==> config.mk <==
export PLATFORM = sky130hd
export DESIGN_NAME = sync_fifo_param
export DESIGN_NICKNAME = d
export VERILOG_FILES = /design/src/rtl/sync_fifo_pkg.sv /design/src/rtl/fifo_ram.sv /design/src/rtl/sync_fifo_param.sv
export SDC_FILE = /design/constraint.sdc
export NUM_CORES = 1
export LEC_CHECK = 0
export CAP_MARGIN = 10
export CORE_MARGIN = 5
export CORE_UTILIZATION = 61
export CTS_CLUSTER_SIZE = 40
export DETAILED_ROUTE_END_ITERATION = 6
export PLACE_DENSITY = 0.84
export SLEW_MARGIN = 20
export SYNTH_ARGS = -nofsm -noshare
export SYNTH_HDL_FRONTEND = slang
export SYNTH_SLANG_ARGS = --single-unit
==> constraint.sdc <==
create_clock -name clk -period 7 [get_ports clk]
set_clock_uncertainty 0.1 [all_clocks]
set_input_delay 0.7 -clock clk [delete_from_list [all_inputs] [get_ports clk]]
set_output_delay 0.7 -clock clk [all_outputs]
set_load 0.02 [all_outputs]
==> src/rtl/sync_fifo_pkg.sv <==
// Shared constants and helpers for the parametrised synchronous FIFO.
// Optional feature macro used by sync_fifo_param: SYNC_FIFO_FWFT_EN.
package sync_fifo_pkg;

  // Default distance of almost_full below DEPTH.
  localparam int unsigned FIFO_AF_DEFAULT_MARGIN = 2;
  // Default almost_empty threshold.
  localparam int unsigned FIFO_AE_DEFAULT = 2;

  // Occupancy counter width: must represent 0..DEPTH inclusive.
  function automatic int unsigned fifo_count_width(input int unsigned depth);
    return $clog2(depth) + 1;
  endfunction

endpackage

==> src/rtl/fifo_ram.sv <==
// WIDTH x DEPTH storage array: synchronous write, asynchronous read.
// Contents are intentionally not reset.
module fifo_ram #(
  parameter int unsigned WIDTH = 8,
  parameter int unsigned DEPTH = 8,
  localparam int unsigned AW = $clog2(DEPTH)
) (
  input  logic             clk,
  input  logic             we_i,
  input  logic [AW-1:0]    waddr_i,
  input  logic [WIDTH-1:0] wdata_i,
  input  logic [AW-1:0]    raddr_i,
  output logic [WIDTH-1:0] rdata_o
);

  logic [WIDTH-1:0] mem_q [DEPTH];

  // Write port: store the word at the write address on an accepted write.
  always_ff @(posedge clk) begin
    if (we_i) begin
      mem_q[waddr_i] <= wdata_i;
    end
  end

  assign rdata_o = mem_q[raddr_i];

endmodule

==> src/rtl/sync_fifo_param.sv <==
// Parametrised single-clock FIFO with programmable almost-full/almost-empty
// thresholds and sticky overflow/underflow flags.
// Define SYNC_FIFO_FWFT_EN for first-word-fall-through reads (data_out shows the
// head word combinationally); otherwise reads are registered with 1-cycle latency.
module sync_fifo_param
  import sync_fifo_pkg::*;
#(
  parameter int unsigned WIDTH     = 8,
  parameter int unsigned DEPTH     = 8,
  parameter int unsigned AF_THRESH = DEPTH - FIFO_AF_DEFAULT_MARGIN,
  parameter int unsigned AE_THRESH = FIFO_AE_DEFAULT,
  localparam int unsigned CW       = fifo_count_width(DEPTH)
) (
  input  logic             clk,
  input  logic             rst_n,
  input  logic             wr_en,
  input  logic [WIDTH-1:0] data_in,
  output logic             full,
  output logic             almost_full,
  input  logic             rd_en,
  output logic [WIDTH-1:0] data_out,
  output logic             empty,
  output logic             almost_empty,
  output logic [CW-1:0]    fifo_words,
  output logic             overflow,
  output logic             underflow,
  input  logic             err_clr
);

  localparam int unsigned PW = CW - 1;

  logic [PW-1:0]    wr_ptr_q, wr_ptr_d;
  logic [PW-1:0]    rd_ptr_q, rd_ptr_d;
  logic [CW-1:0]    fifo_words_q, fifo_words_d;
  logic             overflow_q, overflow_d;
  logic             underflow_q, underflow_d;
  logic             wr_acc, rd_acc;
  logic [WIDTH-1:0] ram_rdata;

  // Status is decoded from the registered count only, never from pointers.
  assign full         = (fifo_words_q == CW'(DEPTH));
  assign empty        = (fifo_words_q == '0);
  assign almost_full  = (fifo_words_q >= CW'(AF_THRESH));
  assign almost_empty = (fifo_words_q <= CW'(AE_THRESH));
  assign fifo_words   = fifo_words_q;
  assign overflow     = overflow_q;
  assign underflow    = underflow_q;

  assign wr_acc = wr_en & ~full;
  assign rd_acc = rd_en & ~empty;

  fifo_ram #(
    .WIDTH (WIDTH),
    .DEPTH (DEPTH)
  ) u_fifo_ram (
    .clk     (clk),
    .we_i    (wr_acc),
    .waddr_i (wr_ptr_q),
    .wdata_i (data_in),
    .raddr_i (rd_ptr_q),
    .rdata_o (ram_rdata)
  );

  // Next-state for pointers, occupancy and sticky error flags.
  always_comb begin
    wr_ptr_d     = wr_ptr_q;
    rd_ptr_d     = rd_ptr_q;
    fifo_words_d = fifo_words_q;
    if (wr_acc) begin
      wr_ptr_d = wr_ptr_q + PW'(1);  // DEPTH is a power of two: natural wrap
    end
    if (rd_acc) begin
      rd_ptr_d = rd_ptr_q + PW'(1);
    end
    unique case ({wr_acc, rd_acc})
      2'b10:   fifo_words_d = fifo_words_q + CW'(1);
      2'b01:   fifo_words_d = fifo_words_q - CW'(1);
      default: fifo_words_d = fifo_words_q;
    endcase
    // Set has priority over a coincident clear.
    overflow_d  = (wr_en & full)  | (overflow_q  & ~err_clr);
    underflow_d = (rd_en & empty) | (underflow_q & ~err_clr);
  end

  // State registers with synchronous active-low reset.
  always_ff @(posedge clk) begin
    if (!rst_n) begin
      wr_ptr_q     <= '0;
      rd_ptr_q     <= '0;
      fifo_words_q <= '0;
      overflow_q   <= 1'b0;
      underflow_q  <= 1'b0;
    end else begin
      wr_ptr_q     <= wr_ptr_d;
      rd_ptr_q     <= rd_ptr_d;
      fifo_words_q <= fifo_words_d;
      overflow_q   <= overflow_d;
      underflow_q  <= underflow_d;
    end
  end

`ifdef SYNC_FIFO_FWFT_EN
  // Head word is visible without a read request; undefined while empty.
  assign data_out = ram_rdata;
`else
  logic [WIDTH-1:0] data_q;

  // Registered read port: capture the head on an accepted read, hold otherwise.
  always_ff @(posedge clk) begin
    if (!rst_n) begin
      data_q <= '0;
    end else if (rd_acc) begin
      data_q <= ram_rdata;
    end
  end

  assign data_out = data_q;
`endif

endmodule

==> load_flow_metrics.sql <==
INSERT INTO impl_metrics (metric_group, metric, value, unit) VALUES
('logic_synthesis', 'post_synth.cell_area_avg', '16.5', 'sq um'),
('floorplanning', 'die_w', '84.0', 'microns'),
('critical_path', 'critical_path.startpoint', 'fifo_words[1]', ''),
('critical_path', 'worstPathMaxFanout', '11', ''),
('hold_path', 'hold_path_class', 'register to register', ''),
('global_routing', 'grt_antenna_before_repair', '0', ''),
('power_and_ir_drop', 'power_per_cell_area', '365', 'mW/mm^2'),
('route', 'drt-pass1-iter-count', '4', ''),
('floorplanning', 'core_region_area', '0.00541', 'sq mm'),
('clocking', 'cts-htree-levels', '3', ''),
('timing', 'layout_worst_path_cycle_share', '0.412', ''),
('floorplanning', 'fp.dieArea', '0.00705', 'sq mm'),
('critical_path', 'timing_worst_setup_path_type', 'register to primary output', ''),
('floorplanning', 'floorplan.rows', '27', ''),
('clocking', 'cts_inserted_buffers', '9', ''),
('logic_synthesis', 'synthDistinctLibCells', '36', ''),
('critical_path', 'critical_path.cell_chain', 'or4b_4 > inv_1 > clkdlybuf4s50_1', ''),
('finish', 'antenna_cells', '0', ''),
('global_routing', 'grt_first_pass_wirelength', '9920', 'microns'),
('logic_synthesis', 'ys_async_sr_fraction', '0', ''),
('route', 'drt_iter0_drc', '129', ''),
('clocking', 'max-clock-path-buffers', '2', ''),
('logic_synthesis', 'netlist_top_cells_area', 'edfxtp_1, dfxtp_1, mux4_2, ha_1, nor2b_1', ''),
('clocking', 'clock_insertion_delay_worst_skew', '0.35', 'ns'),
('critical_path', 'critical_path.top_delay_family', 'buffers and inverters', ''),
('route', 'via_count', '1829', ''),
('critical_path', 'maximum_single_stage_delay_on_the_critical_path', '0.61', 'ns'),
('critical_path', 'crit_buf_inv', '2', ''),
('global_routing', 'grt_start_max_net_pins', '22', ''),
('floorplanning', 'top_level_ports', '31', ''),
('finish', 'fin_nets', '256', ''),
('critical_path', 'critPathArrivalTime', '2.08', 'ns'),
('timing', 'worst_hold_check_slack', '0.425', 'ns'),
('logic_synthesis', 'seq_area_frac_synth', '0.695', ''),
('clocking', 'post_cts_resized', '0', ''),
('global_routing', 'overflow', '0', ''),
('route', 'wl_per_cell', '19.5', 'microns'),
('logic_synthesis', 'synth-edff-count', '64', ''),
('logic_synthesis', 'synth_fp_nets', '220', ''),
('power_and_ir_drop', 'cellLeakagePower', '1.31', 'nW'),
('logic_synthesis', 'synth.top_cell.area_share', '0.575', ''),
('hold_path', 'worstHoldStart', 'data_out[0]', ''),
('floorplanning', 'die_y', '84.0', 'microns'),
('global_routing', 'groute.usage.overall', '0.190', ''),
('timing', 'grt_setup_unrepaired', 'false', ''),
('finish', 'layoutNonFillerInstCount', '315', ''),
('logic_synthesis', 'post_synth_inst_count', '202', ''),
('critical_path', 'worst_path_required_time', '6.20', 'ns'),
('clocking', 'path_clk_slew', '0.09', 'ns'),
('clocking', 'holdBufCountCts', '0', ''),
('placed_design', 'globalplace.congestion', '0.789', ''),
('timing', 'timing_hold_violations_final', '0', ''),
('run_status', 'run_status', 'complete, no violations', ''),
('timing', 'setup_total_negative_slack', '0', 'ns'),
('power_and_ir_drop', 'vdd.ir_drop.worst', '0.294', 'mV'),
('timing', 'final-setup-viol-count', '0', ''),
('placed_design', 'dp.final_hpwl', '4030', 'microns'),
('floorplanning', 'initial_utilization', '0.618', ''),
('timing', 'final-max-slew-violation-count', '0', ''),
('clocking', 'cts_tree', 'done', ''),
('logic_synthesis', 'synth-warning-count', '0', ''),
('job', 'drv_cap', '0', ''),
('power_and_ir_drop', 'sum_of_internal_switching_and_leakage_power', '1.43', 'mW'),
('logic_synthesis', 'ys_ff_latch', '84', ''),
('critical_path', 'crit_path_top_delay_cell', 'or4b_4', ''),
('clocking', 'cts_sinks', '84', ''),
('route', 'drc_errors', '0', ''),
('clocking', 'cts-root-buf', 'clkbuf_8', ''),
('finish', 'area_growth', '17.2', '%'),
('timing', 'finalCriticalPeriod', '2.88', 'ns'),
('global_routing', 'number_of_global_route_vias_before_repair', '1883', '');
-- path summary, 6_finish.rpt --
kind / end / slack, ns / cells past startpoint
worst min-delay path: data_out[0] / 0.42 / 2
worst max-delay path: full / 4.12 / 3
worst min register to register: data_out[0] / 0.42 / 2
worst max register to register: fifo_words[2] / 4.37 / 9
-- layer usage --
metal  vias to the layer above  share of wire  global-route usage
met4                         0         0.0093              0.0482
met2                        44           0.51               0.322
met5                         -              0                   0
li1                        856              -                   -
met1                       923           0.43               0.241
met3                         6          0.050              0.0553
-- cell usage after synthesis, drive strengths merged, types with 2 or more instances --
master / instances
ha: 5
mux2i: 3
dfxtp: 20
nand2: 6
nand2b: 4
o21ai: 9
nor2b: 9
nand3: 3
nor3: 4
or3: 2
nor2: 11
o22ai: 8
a21oi: 4
and2: 5
xor2: 3
nor4: 2
a21boi: 2
xnor2: 4
edfxtp: 64
clkbuf: 3
buf: 8
mux4: 16
-- metrics by stage --
step                utilization  worst slack [ns]  cell area, sq um
floorplan                     -              4.43              3340
global placement          0.686              4.06              3710
detailed placement        0.686              3.95              3710
CTS                       0.724              4.10              3920
global route              0.724              4.04              3920
finish                    0.724              4.12              3920
-- logic make-up (layout without fill, tap and decap cells) --
kind of cell               after synthesis  count (layout)  synth area share
AOI/OAI and AO/OA                       28              28            0.0521
muxes                                   19              19             0.117
xor gates and xnor gates                 7               7            0.0184
buffers and inverters                   12              53            0.0210
DFF                                     84              84             0.695
and+or+nand+nor                         47              47            0.0776
adders and majority gates                5               5            0.0187
-- state kept, by name (all words and copies together) (netlist names) --
signal and cells:
underflow 1, data_out 8, u_fifo_ram.mem_q 64, overflow 1, wr_ptr_q 3, rd_ptr_q 3
fifo_words 4
-- cell usage in the layout (no fill, tap or decap), types with 6 or more instances in the layout --
cell / n
edfxtp_1: 64
clkdlybuf4s50_1: 30
dfxtp_1: 20
mux4_2: 16
nor2_1: 11
o21ai_0: 9
nor2b_1: 9
clkbuf_8: 9
o22ai_1: 8
buf_4: 6
-- final cells by class --
cell class / instances / area [sq um]
clock buffer: 9 / 124
clock inverter: 7 / 82.6
fill: 351 / 1490
inverter: 1 / 3.75
multi-input combinational: 106 / 947
sequential: 84 / 2320
tap: 72 / 90.1
timing repair buffer: 36 / 345
-- where the power goes --
part / switching [mW] / internal, mW
Clock: 0.181 / 0.171
Sequential: 0.0539 / 0.599
Combinational: 0.213 / 0.211
-- worst reg2reg max path, stage by stage (launching register included) --
cell and delay [ns]:
dfxtp_1 0.43, or4b_4 0.62, nand2_4 0.15, ha_1 0.25, xor2_1 0.18, ha_1 0.16, a21oi_1 0.05, xor2_1 0.17
or3_1 0.30, a21boi_0 0.16
Note: power is estimated with default switching activity, not from simulation.
